<file path="src/rtl/bcd_adder_fnd_scan.sv">
// bcd_adder_fnd_scan: multi-digit BCD adder with a common-anode FND scan driver.
//   The adder latches two packed-BCD operands on i_load. It then adds them one digit
//   per clock, least significant digit first, applying decimal correction. When the
//   last digit is done, the result is committed to a display register. The display
//   register is scanned onto a multiplexed 7-segment display.
// Ports:
//   i_clk, i_reset_n        clock, asynchronous active-low reset
//   i_a, i_b, i_cin         packed BCD operands (digit 0 at [3:0]) and carry-in
//   i_load                  start strobe, sampled only in IDLE
//   i_en                    display enable (0 blanks every digit)
//   o_busy, o_done          add in progress / one-cycle commit pulse
//   o_carry, o_err          committed decimal carry-out / invalid-digit flag
//   o_digit, o_fndFont      active-low digit enables / active-low {dp,g,f,e,d,c,b,a}
module bcd_adder_fnd_scan #(
  parameter int DIGITS   = 4,
  parameter int SCAN_DIV = 100000,
  parameter int LZB      = 0
) (
  input  logic                  i_clk,
  input  logic                  i_reset_n,
  input  logic [4*DIGITS-1:0]   i_a,
  input  logic [4*DIGITS-1:0]   i_b,
  input  logic                  i_cin,
  input  logic                  i_load,
  input  logic                  i_en,
  output logic                  o_busy,
  output logic                  o_done,
  output logic                  o_carry,
  output logic                  o_err,
  output logic [DIGITS-1:0]     o_digit,
  output logic [7:0]            o_fndFont
);

  localparam int IW = $clog2(DIGITS);
  localparam int CW = $clog2(SCAN_DIV);
  localparam logic [IW-1:0] K_LAST = IW'(DIGITS - 1);
  localparam logic [CW-1:0] C_LAST = CW'(SCAN_DIV - 1);

  typedef enum logic {IDLE, ADD} state_t;

  state_t                  state_q, state_d;
  logic [DIGITS-1:0][3:0]  a_q, b_q, shadow_q, disp_q, result;
  logic                    c_q, err_sh_q;
  logic [IW-1:0]           k_q;
  logic [4:0]              sum;
  logic [3:0]              sum_dig;
  logic                    sum_c, dig_err, last;

  logic [CW-1:0]           cnt_q;
  logic [IW-1:0]           idx_q, msnz;
  logic [7:0]              font_d;

  function automatic logic [7:0] seg7(input logic [3:0] d);
    case (d)
      4'd0:    seg7 = 8'hC0;
      4'd1:    seg7 = 8'hF9;
      4'd2:    seg7 = 8'hA4;
      4'd3:    seg7 = 8'hB0;
      4'd4:    seg7 = 8'h99;
      4'd5:    seg7 = 8'h92;
      4'd6:    seg7 = 8'h82;
      4'd7:    seg7 = 8'hF8;
      4'd8:    seg7 = 8'h80;
      4'd9:    seg7 = 8'h90;
      default: seg7 = 8'hFF;
    endcase
  endfunction

  // One digit slice of the adder. The correction is applied to the raw sum even when
  // the input is not valid BCD; validity is reported only through the err flag.
  always_comb begin
    sum     = {1'b0, a_q[k_q]} + {1'b0, b_q[k_q]} + {4'b0, c_q};
    sum_c   = (sum > 5'd9);
    sum_dig = sum_c ? (sum[3:0] + 4'd6) : sum[3:0];
    dig_err = (a_q[k_q] > 4'd9) || (b_q[k_q] > 4'd9);
    last    = (k_q == K_LAST);
    result  = shadow_q;
    // The commit happens on the same edge as the last digit. The display is therefore
    // loaded with the shadow register plus the digit being produced on this cycle.
    result[k_q] = sum_dig;
  end

  always_comb begin
    state_d = state_q;
    case (state_q)
      IDLE:    if (i_load) state_d = ADD;
      ADD:     if (last)   state_d = IDLE;
      default: state_d = IDLE;
    endcase
  end

  assign o_busy = (state_q == ADD);

  always_ff @(posedge i_clk or negedge i_reset_n) begin
    if (!i_reset_n) begin
      state_q  <= IDLE;
      a_q      <= '0;
      b_q      <= '0;
      c_q      <= 1'b0;
      k_q      <= '0;
      err_sh_q <= 1'b0;
      shadow_q <= '0;
      disp_q   <= '0;
      o_carry  <= 1'b0;
      o_err    <= 1'b0;
      o_done   <= 1'b0;
    end else begin
      state_q <= state_d;
      o_done  <= 1'b0;
      case (state_q)
        IDLE: if (i_load) begin
          a_q      <= i_a;
          b_q      <= i_b;
          c_q      <= i_cin;
          k_q      <= '0;
          err_sh_q <= 1'b0;
          shadow_q <= '0;
        end
        ADD: begin
          shadow_q <= result;
          c_q      <= sum_c;
          err_sh_q <= err_sh_q | dig_err;
          k_q      <= k_q + 1'b1;
          if (last) begin
            disp_q  <= result;
            o_carry <= sum_c;
            o_err   <= err_sh_q | dig_err;
            o_done  <= 1'b1;
          end
        end
        default: ;
      endcase
    end
  end

  // Font for the digit currently selected by the scan index.
  always_comb begin
    msnz = '0;
    for (int unsigned i = 0; i < DIGITS; i++)
      if (disp_q[i] != 4'd0) msnz = IW'(i);
    if (o_err)
      font_d = 8'hBF;
    else if ((LZB != 0) && (idx_q != '0) && (idx_q > msnz))
      font_d = 8'hFF;
    else
      font_d = seg7(disp_q[idx_q]);
    // The decimal point overrides blanking, so a blanked top digit still shows the carry.
    if (o_carry && (idx_q == K_LAST))
      font_d[7] = 1'b0;
  end

  always_ff @(posedge i_clk or negedge i_reset_n) begin
    if (!i_reset_n) begin
      cnt_q     <= '0;
      idx_q     <= '0;
      o_digit   <= '1;
      o_fndFont <= 8'hFF;
    end else begin
      if (cnt_q == C_LAST) begin
        cnt_q <= '0;
        idx_q <= (idx_q == K_LAST) ? '0 : idx_q + 1'b1;
      end else begin
        cnt_q <= cnt_q + 1'b1;
      end
      if (i_en) begin
        o_digit   <= ~(DIGITS'(1) << idx_q);
        o_fndFont <= font_d;
      end else begin
        o_digit   <= '1;
        o_fndFont <= 8'hFF;
      end
    end
  end

endmodule

</file>
<file path="config.mk">
export PLATFORM = sky130hd
export DESIGN_NAME = bcd_adder_fnd_scan
export DESIGN_NICKNAME = d
export VERILOG_FILES = /design/src/rtl/bcd_adder_fnd_scan.sv
export SDC_FILE = /design/constraint.sdc
export NUM_CORES = 1
export LEC_CHECK = 0
export CAP_MARGIN = 10
export CORE_UTILIZATION = 35
export CTS_CLUSTER_DIAMETER = 120
export DETAILED_ROUTE_END_ITERATION = 16
export GPL_ROUTABILITY_DRIVEN = 0
export GPL_TIMING_DRIVEN = 1
export HOLD_SLACK_MARGIN = 0.1
export PLACE_DENSITY = 0.56
export SLEW_MARGIN = 20
export SYNTH_ARGS = -nofsm -noshare
export SYNTH_HDL_FRONTEND = slang
export SYNTH_SLANG_ARGS = --single-unit
</file>
<file path="constraint.sdc">
create_clock -name i_clk -period 3.8 [get_ports i_clk]
set_input_delay 1.14 -clock i_clk [delete_from_list [all_inputs] [get_ports i_clk]]
set_output_delay 1.14 -clock i_clk [all_outputs]
set_load 0.02 [all_outputs]
</file>
==> results of run 1 <==
## stage by stage
stage / std cells / cell area (um2) / util [%] / setup slack (ns)
final: 646 / 5880 / 44.1 / 0.207
after global routing: 646 / 5880 / 44.1 / 0.0557
after CTS: 646 / 5880 / 44.0 / 0.122
after detailed placement: 630 / 5610 / 42.0 / 0.137
after global placement: 630 / 5610 / 42.0 / 0.240
after floorplan: 409 / 4850 / - / 0.00784
## logic make-up (layout without fill, tap and decap cells)
group           Yosys count  count (layout)  share of synthesized area (%)
compound gates           65              65                           9.95
xor+xnor                 18              18                           3.26
fa+ha+maj                20              20                           5.48
flops                    99              99                           51.5
mux                      59              59                           16.4
buf+inv                  37              98                           2.97
simple gates            111             111                           10.5
## layout make-up
type | count | area, um2 | area share (%)
Clock buffer | 14 | 254 | 4.32
Clock inverter | 2 | 12.5 | 0.213
Inverter | 15 | 56.3 | 0.957
Multi-Input combinational cell | 273 | 2210 | 37.6
Sequential cell | 99 | 2490 | 42.4
Tap cell | 176 | 220 | 3.74
Timing Repair Buffer | 67 | 634 | 10.8
## worst max-delay path, cell delays in order, from the launching register on
cell                       delay (ns)
sky130_fd_sc_hd__dfrtp_2         0.43
sky130_fd_sc_hd__mux4_2          0.53
sky130_fd_sc_hd__fa_1            0.45
sky130_fd_sc_hd__fa_1            0.53
sky130_fd_sc_hd__clkinv_1        0.09
sky130_fd_sc_hd__ha_1            0.19
sky130_fd_sc_hd__nor2b_1         0.14
sky130_fd_sc_hd__a31o_2          0.25
sky130_fd_sc_hd__o31ai_4         0.31
sky130_fd_sc_hd__buf_4           0.17
sky130_fd_sc_hd__xnor2_1         0.11
sky130_fd_sc_hd__mux2_2          0.28
## final timing paths
| kind | to | slack [ns] | cells past startpoint |
|---|---|---|---|
| setup / recovery | disp_q[13] | 0.21 | 11 |
| hold / removal | o_fndFont[7] | 0.47 | 1 |
| setup reg to reg | disp_q[13] | 0.21 | 11 |
| hold reg to reg | o_fndFont[7] | 0.47 | 1 |
| max in group asynchronous | a_q[2] | 2.31 | 2 |
| min in group asynchronous | o_carry | 0.86 | 1 |
## sequential cells by signal, indices dropped and copies added, names as in the netlist
| name | count |
|---|---|
| o_busy | 1 |
| o_fndFont | 8 |
| o_done | 1 |
| o_carry | 1 |
| o_digit | 4 |
| c_q | 1 |
| shadow_q | 12 |
| o_err | 1 |
| a_q | 16 |
| disp_q | 16 |
| err_sh_q | 1 |
| idx_q | 2 |
| cnt_q | 17 |
| b_q | 16 |
| k_q | 2 |
## Yosys cell counts
cell type,count
sky130_fd_sc_hd__a21o_1,2
sky130_fd_sc_hd__a21o_2,2
sky130_fd_sc_hd__a21oi_1,4
sky130_fd_sc_hd__a21oi_2,1
sky130_fd_sc_hd__a22o_1,6
sky130_fd_sc_hd__a22oi_1,3
sky130_fd_sc_hd__a31o_2,7
sky130_fd_sc_hd__a31oi_1,7
sky130_fd_sc_hd__a32o_1,6
sky130_fd_sc_hd__a32oi_1,3
sky130_fd_sc_hd__and3_1,3
sky130_fd_sc_hd__and3b_1,1
sky130_fd_sc_hd__buf_1,2
sky130_fd_sc_hd__buf_2,4
sky130_fd_sc_hd__clkbuf_1,16
sky130_fd_sc_hd__clkinv_1,1
sky130_fd_sc_hd__dfrtp_1,87
sky130_fd_sc_hd__dfstp_2,12
sky130_fd_sc_hd__fa_1,2
sky130_fd_sc_hd__ha_1,18
sky130_fd_sc_hd__inv_1,14
sky130_fd_sc_hd__mux2_2,41
sky130_fd_sc_hd__mux2i_1,6
sky130_fd_sc_hd__mux4_2,12
sky130_fd_sc_hd__nand2_1,40
sky130_fd_sc_hd__nand2b_1,4
sky130_fd_sc_hd__nand3_1,9
sky130_fd_sc_hd__nand3b_1,2
sky130_fd_sc_hd__nand4_1,4
sky130_fd_sc_hd__nor2_1,32
sky130_fd_sc_hd__nor2b_1,7
sky130_fd_sc_hd__nor3_1,1
sky130_fd_sc_hd__nor4_1,2
sky130_fd_sc_hd__nor4b_1,1
sky130_fd_sc_hd__o21a_1,3
sky130_fd_sc_hd__o21ai_0,16
sky130_fd_sc_hd__o31ai_1,4
sky130_fd_sc_hd__o31ai_4,1
sky130_fd_sc_hd__or2_2,5
sky130_fd_sc_hd__xnor2_1,11
sky130_fd_sc_hd__xor2_1,7
## cell usage in the layout (no fill, tap or decap), drive strengths merged
cell type / Yosys / layout
dfstp: 12 / 12
o21a: 3 / 3
clkinvlp: 0 / 1
nor3: 1 / 1
a21oi: 5 / 5
o31ai: 5 / 5
xnor2: 11 / 11
a32o: 6 / 6
ha: 18 / 18
a22o: 6 / 6
and3b: 1 / 1
fa: 2 / 2
clkbuf: 16 / 14
clkinv: 1 / 2
nand3b: 2 / 2
o21ai: 16 / 16
nor4b: 1 / 1
nand2b: 4 / 4
buf: 6 / 16
xor2: 7 / 7
nand3: 9 / 9
a21o: 4 / 4
nor2: 32 / 32
and3: 3 / 3
dfrtp: 87 / 87
mux4: 12 / 12
inv: 14 / 14
mux2: 41 / 41
mux2i: 6 / 6
nor2b: 7 / 7
clkdlybuf4s50: 0 / 51
nor4: 2 / 2
nand2: 40 / 40
a22oi: 3 / 3
nand4: 4 / 4
a31oi: 7 / 7
a31o: 7 / 7
a32oi: 3 / 3
or2: 5 / 5
## routing by layer
layer | track usage (%) | up-vias | wire length [um]
met5 | 0 | - | 0
met4 | 6.41 | 0 | 192
met3 | 4.13 | 16 | 426
met2 | 23.3 | 70 | 4510
met1 | 20.0 | 1590 | 4670
li1 | - | 1563 | -
## what timing repair did
action	4_1_cts	5_1_grt
setup endpoints to repair	0	8
gates resized for setup	0	1
buffers inserted	0	0
==> impl_summary.md, run 1 <==
Outcome
The flow ran to the end, and the final reports show no timing, DRC or antenna violations.

Drt
The first detailed-routing pass ran for 4 iterations. The final antenna-violating net count is 0. The total number of vias is 3,239. The remaining routing DRC violations is 0.

After detailed routing, the average wire length per cell comes to 15.2 um. After the first detailed-routing iteration, the DRC count stood at 125. The wire length reported by the detailed router is 9800 um. Using the TritonRoute via totals, the vias-per-cell ratio works out to 5.01.

Global route
Entering global routing, the biggest net connects 85 pins. The global route total overflow is 0. Global routing consumed, over all layers together, 15.1% of the routing resources. The via count of the first global-routing pass came to 3,344.

The number of antenna violations at the first check in global routing came to 0. The first global-routing pass estimated 16,700 um of wire.

Run
The tool flagged a number of max-cap violations equal to 0.

Yosys
After synthesis, flip-flops and latches occupy 51.5% of the total area. Synthesis produced a netlist whose cell count is 409. The number of nets in the synthesized netlist is 466.

The mean cell area of the mapped netlist is 11.8 um2. The distinct cell type count of the synthesized netlist is 41. The number of warnings reported in the yosys synthesis log is 0. The number of flip-flops and latches in the synthesized netlist is 99. Yosys attributes the largest share of cell area to sky130_fd_sc_hd__dfrtp_1 (45%), sky130_fd_sc_hd__mux2_2 (9.5%), sky130_fd_sc_hd__dfstp_2 (6.5%).

The synthesized design devotes to its leading area cell type 45.0% of total area. The biggest area consumer among synthesized cells is sky130_fd_sc_hd__dfrtp_1. After synthesis the cells add up to 4840 um2.

Floorplanning
For this design the top-level I/O count stands at 53. The area of the die is 14,300 um2. The initial cell density of the core is 36.3%.

The area inside the core boundary is 13,300 um2. The floorplan step set the die width to 120 um. Measured along the y axis, the die boundary spans 120 um. In this run the core area contains 42 standard-cell rows.

Setup path
Along the worst path, the maximum fanout reaches 5. In this run the critical register-to-register path is launched from k_q[0]. STA puts the critical path data arrival time at 3.83 ns. STA classifies the critical path startpoint as a flop.

The required time of the critical path is 4.04 ns. The capturing element type of the critical path is a flop. The source of the critical timing path is k_q[0].

The type of the worst setup path is flop to flop.

STA
The slew at the pin closest to its max-slew limit is 0.788 ns. The number of max-slew violations in the final report is 0. Counting I/O delays and the setup requirement, the final critical path takes 3.59 ns. The number of endpoints with negative hold slack in the final report came to 0. The relative max-transition margin is 47.4%. Setup repair after global routing left no endpoint under its margin. Setup violations remaining at the end of the flow were counted as 0. Across the routed clock network, the largest skew measured is 0.00656 ns. Of the available clock period, the critical path in the final layout requires 94.6%. The worst hold slack is 0.467 ns. The accumulated negative setup slack is 0 ns. The highest clock rate is 278 MHz.

Placed design
In this run the tool buffered the top-level ports with 52 buffer cells. Detailed placement ended at an HPWL of 6990 um.

CTS
The cell sitting at the root of the clock tree is a sky130_fd_sc_hd__clkbuf_16. The number of H-tree levels is 3. TritonCTS built the clock tree.

Clock-pin slew was measured on the worst setup and hold paths at 0.06 ns. The number of buffers inserted by hold repair at cts is 0. The number of sinks on the clock net is 99. The number of buffers inserted during clock tree synthesis is 9. The clock passes through at most 2 buffers.

The clock latency reported for the late side of the worst-skew pair is 0.35 ns.

Cells and area
Cells with a size suffix above 1 make up 23.8% of the layout. Compared with the post-synthesis result, the final layout area differs by 21.5%. 0 antenna diodes ended up in the layout. The number of nets at the end of the flow is 522. The total of fill cells in the finished design is 1,246.

Worst hold path
The tightest min-delay check is of the flop to flop type. The beginning of the worst hold path is o_carry.
Power of run 1 is not shown: default switching activity piles up to over one toggle a cycle in this logic, so the estimate is an artifact.
==> inputs of run 2 (changes only) <==
- CTS_BUF_LIST: not set -> sky130_fd_sc_hd__clkbuf_8
==> impl_summary.md, run 2 (same netlist as run 1, synthesis figures left out) <==
Floorplanning
The area inside the core boundary is 13,300 um2. During I/O placement, the number of pins put on the boundary was 53. The height of the die is 120 um.

The row count is 42. The initial cell density of the core is 36.3%. The area of the die is 14,300 um2.

Measured along the x axis, the die boundary spans 120 um.

Cells and area
The number of cells in the finished layout apart from fillers is 646. The final design instance area without fill is 5780 um2. The register with the most flip-flops in the layout has 17 of them. The leading cell type in the layout, fill and taps excluded is sky130_fd_sc_hd__dfrtp_1. The post-synthesis to final-layout area growth is 19.4%. The library cells used most frequently in the layout, excluding fill and tap cells, are sky130_fd_sc_hd__dfrtp_1 (86), sky130_fd_sc_hd__clkdlybuf4s50_1 (51), sky130_fd_sc_hd__mux2_2 (41). The antenna diode count is 0. The number of nets at the end of the flow is 522. The share of layout cells above drive strength 1 is 23.8%. cnt_q holds more flip-flops than any other register. Fill cells in the final layout number 1,254.

Setup path
STA classifies the critical path startpoint as a flop. At the worst endpoint, the arrival time is 3.87 ns. Along the worst path, the maximum fanout reaches 5. In this run the critical register-to-register path is launched from k_q[0]. The endpoint identified for the worst register-to-register timing path is disp_q[13]. In this run the register-to-register setup slack is 0.20 ns. The type of the worst setup path is flop to flop. For the worst setup path, the data required time is 4.07 ns. The number of cells on the worst reg-to-reg path is 11. The capturing element type of the critical path is a flop.

STA
The number of endpoints with negative hold slack in the final report is 0. Setup repair after global routing left no endpoint under its margin. The worst path uses 94.8% of the clock period. Across the routed clock network, the largest skew measured is 0.0124 ns. Timing would allow up to 278 MHz. The slew at the pin closest to its max-slew limit is 0.786 ns. The count of endpoints failing setup in the final report is 0.

The number of max-slew violations in the final report is 0. The accumulated negative setup slack is 0 ns. The clock period minus worst slack is 3.60 ns.

Measured against its own limit, the worst slew margin works out to 47.6%.

Placed design
During placement, the flow inserted port buffers numbering 52. Once placement finished, the instance area stood at 5610 um2. Counting tap cells, the placed design contains a total of 630 instances. The half-perimeter wire length of the detailed placement result is 6990 um.

Drt
The average wire length per cell after detail routing is 15.1 um. The final antenna-violating net count is 0. For this block, the routed nets add up to 9770 um of wire. Summing over every cut layer, the via total after detailed routing is 3,236. The post-detailed-route via-to-cell ratio is 5.01. For this run, design rule violations remaining after detail routing come to 0. The first-pass detailed-route iteration total is 4. The number of DRC violations after detailed-routing iteration 0 is 145.

Worst hold path
The beginning of the worst hold path is o_carry. The number of cells on the worst hold path is 1. The tightest min-delay check is of the flop to flop type. For hold timing, the worst endpoint is o_fndFont[7].

Global route
The largest net degree at the start of global routing is 85. The number of antenna violations at the first check in global routing is 0. The total global routing track utilization is 14.8%.

The total overflow left after global routing is 0. The first global-routing pass estimated 16,500 um of wire. The via count of the first global-routing pass is 3,307.

CTS
The tree built by TritonCTS fans out to 99 sinks. Clock-pin slew was measured on the worst setup and hold paths at 0.09 ns. The H-tree was split into 3 levels. The number of buffers inserted during clock tree synthesis is 9.

Gates resized during post-CTS repair numbered 0. CTS placed an instance of sky130_fd_sc_hd__clkbuf_8 at the clock tree root. The count of buffers added by post-CTS timing repair for setup is 0. TritonCTS built the clock tree. Clock latency on the worst-skew pair, taken at its later pin, is 0.38 ns. In this run the deepest clock path goes through 2 buffers. After clock tree synthesis, the flow added hold-fix buffers numbering 0.

Run
Max-cap violations in this run came to 0.

Outcome
The run finished with clean final reports.
run 2: cell types whose count changed in the layout (fill, tap and decap cells not counted):
| cell | previous run | this run |
|---|---|---|
| sky130_fd_sc_hd__clkbuf_16 | 9 | 0 |
| sky130_fd_sc_hd__clkbuf_8 | 1 | 10 |
| sky130_fd_sc_hd__clkbuf_1 | 4 | 0 |
| sky130_fd_sc_hd__inv_1 | 14 | 18 |
run 2: worst max path at each step:
stage,startpoint,end,slack (ns),cells past startpoint
after floorplan,k_q[0],disp_q[14],0.008,11
after global placement,k_q[0],disp_q[13],0.24,11
after detailed placement,k_q[0],disp_q[13],0.14,11
after CTS,k_q[0],disp_q[13],0.11,11
after global routing,k_q[0],shadow_q[2],0.04,11
final,k_q[0],disp_q[13],0.20,11
run 2: through the flow:
stage / setup slack (ns) / hold slack [ns] / utilization [%]
finish: 0.197 / 0.468 / 43.3
detailed placement: 0.137 / 0.464 / 42.0
floorplan: 0.00784 / 0.440 / -
global placement: 0.240 / 0.456 / 42.0
global route: 0.0391 / 0.505 / 43.3
CTS: 0.114 / 0.477 / 43.3
run 2: worst max-delay path, cell delays in order (launching register included):
cell and delay (ns):
sky130_fd_sc_hd__dfrtp_2 0.44, sky130_fd_sc_hd__mux4_2 0.53, sky130_fd_sc_hd__fa_1 0.45, sky130_fd_sc_hd__fa_1 0.52
sky130_fd_sc_hd__clkinv_1 0.09, sky130_fd_sc_hd__ha_1 0.19, sky130_fd_sc_hd__nor2b_1 0.14, sky130_fd_sc_hd__a31o_2 0.25
sky130_fd_sc_hd__o31ai_4 0.32, sky130_fd_sc_hd__buf_4 0.17, sky130_fd_sc_hd__xnor2_1 0.11, sky130_fd_sc_hd__mux2_2 0.28
run 2: layout make-up:
type	instances	area, um2	area share (%)
sequential	99	2490	43.1
multi-input combinational	273	2210	38.3
clock buffer	10	138	2.38
clock inverter	6	27.5	0.476
timing repair buffer	67	634	11.0
tap	176	220	3.81
inverter	15	56.3	0.974
run 2: metal layers:
metal,global-route usage [%],up-vias,share of wire [%]
met3,4.13,9,4.4
met4,4.77,0,1.2
li1,-,1557,-
met2,23.2,78,46
met5,0,-,0
met1,19.8,1592,48
Power of run 2 is left out for the same reason.
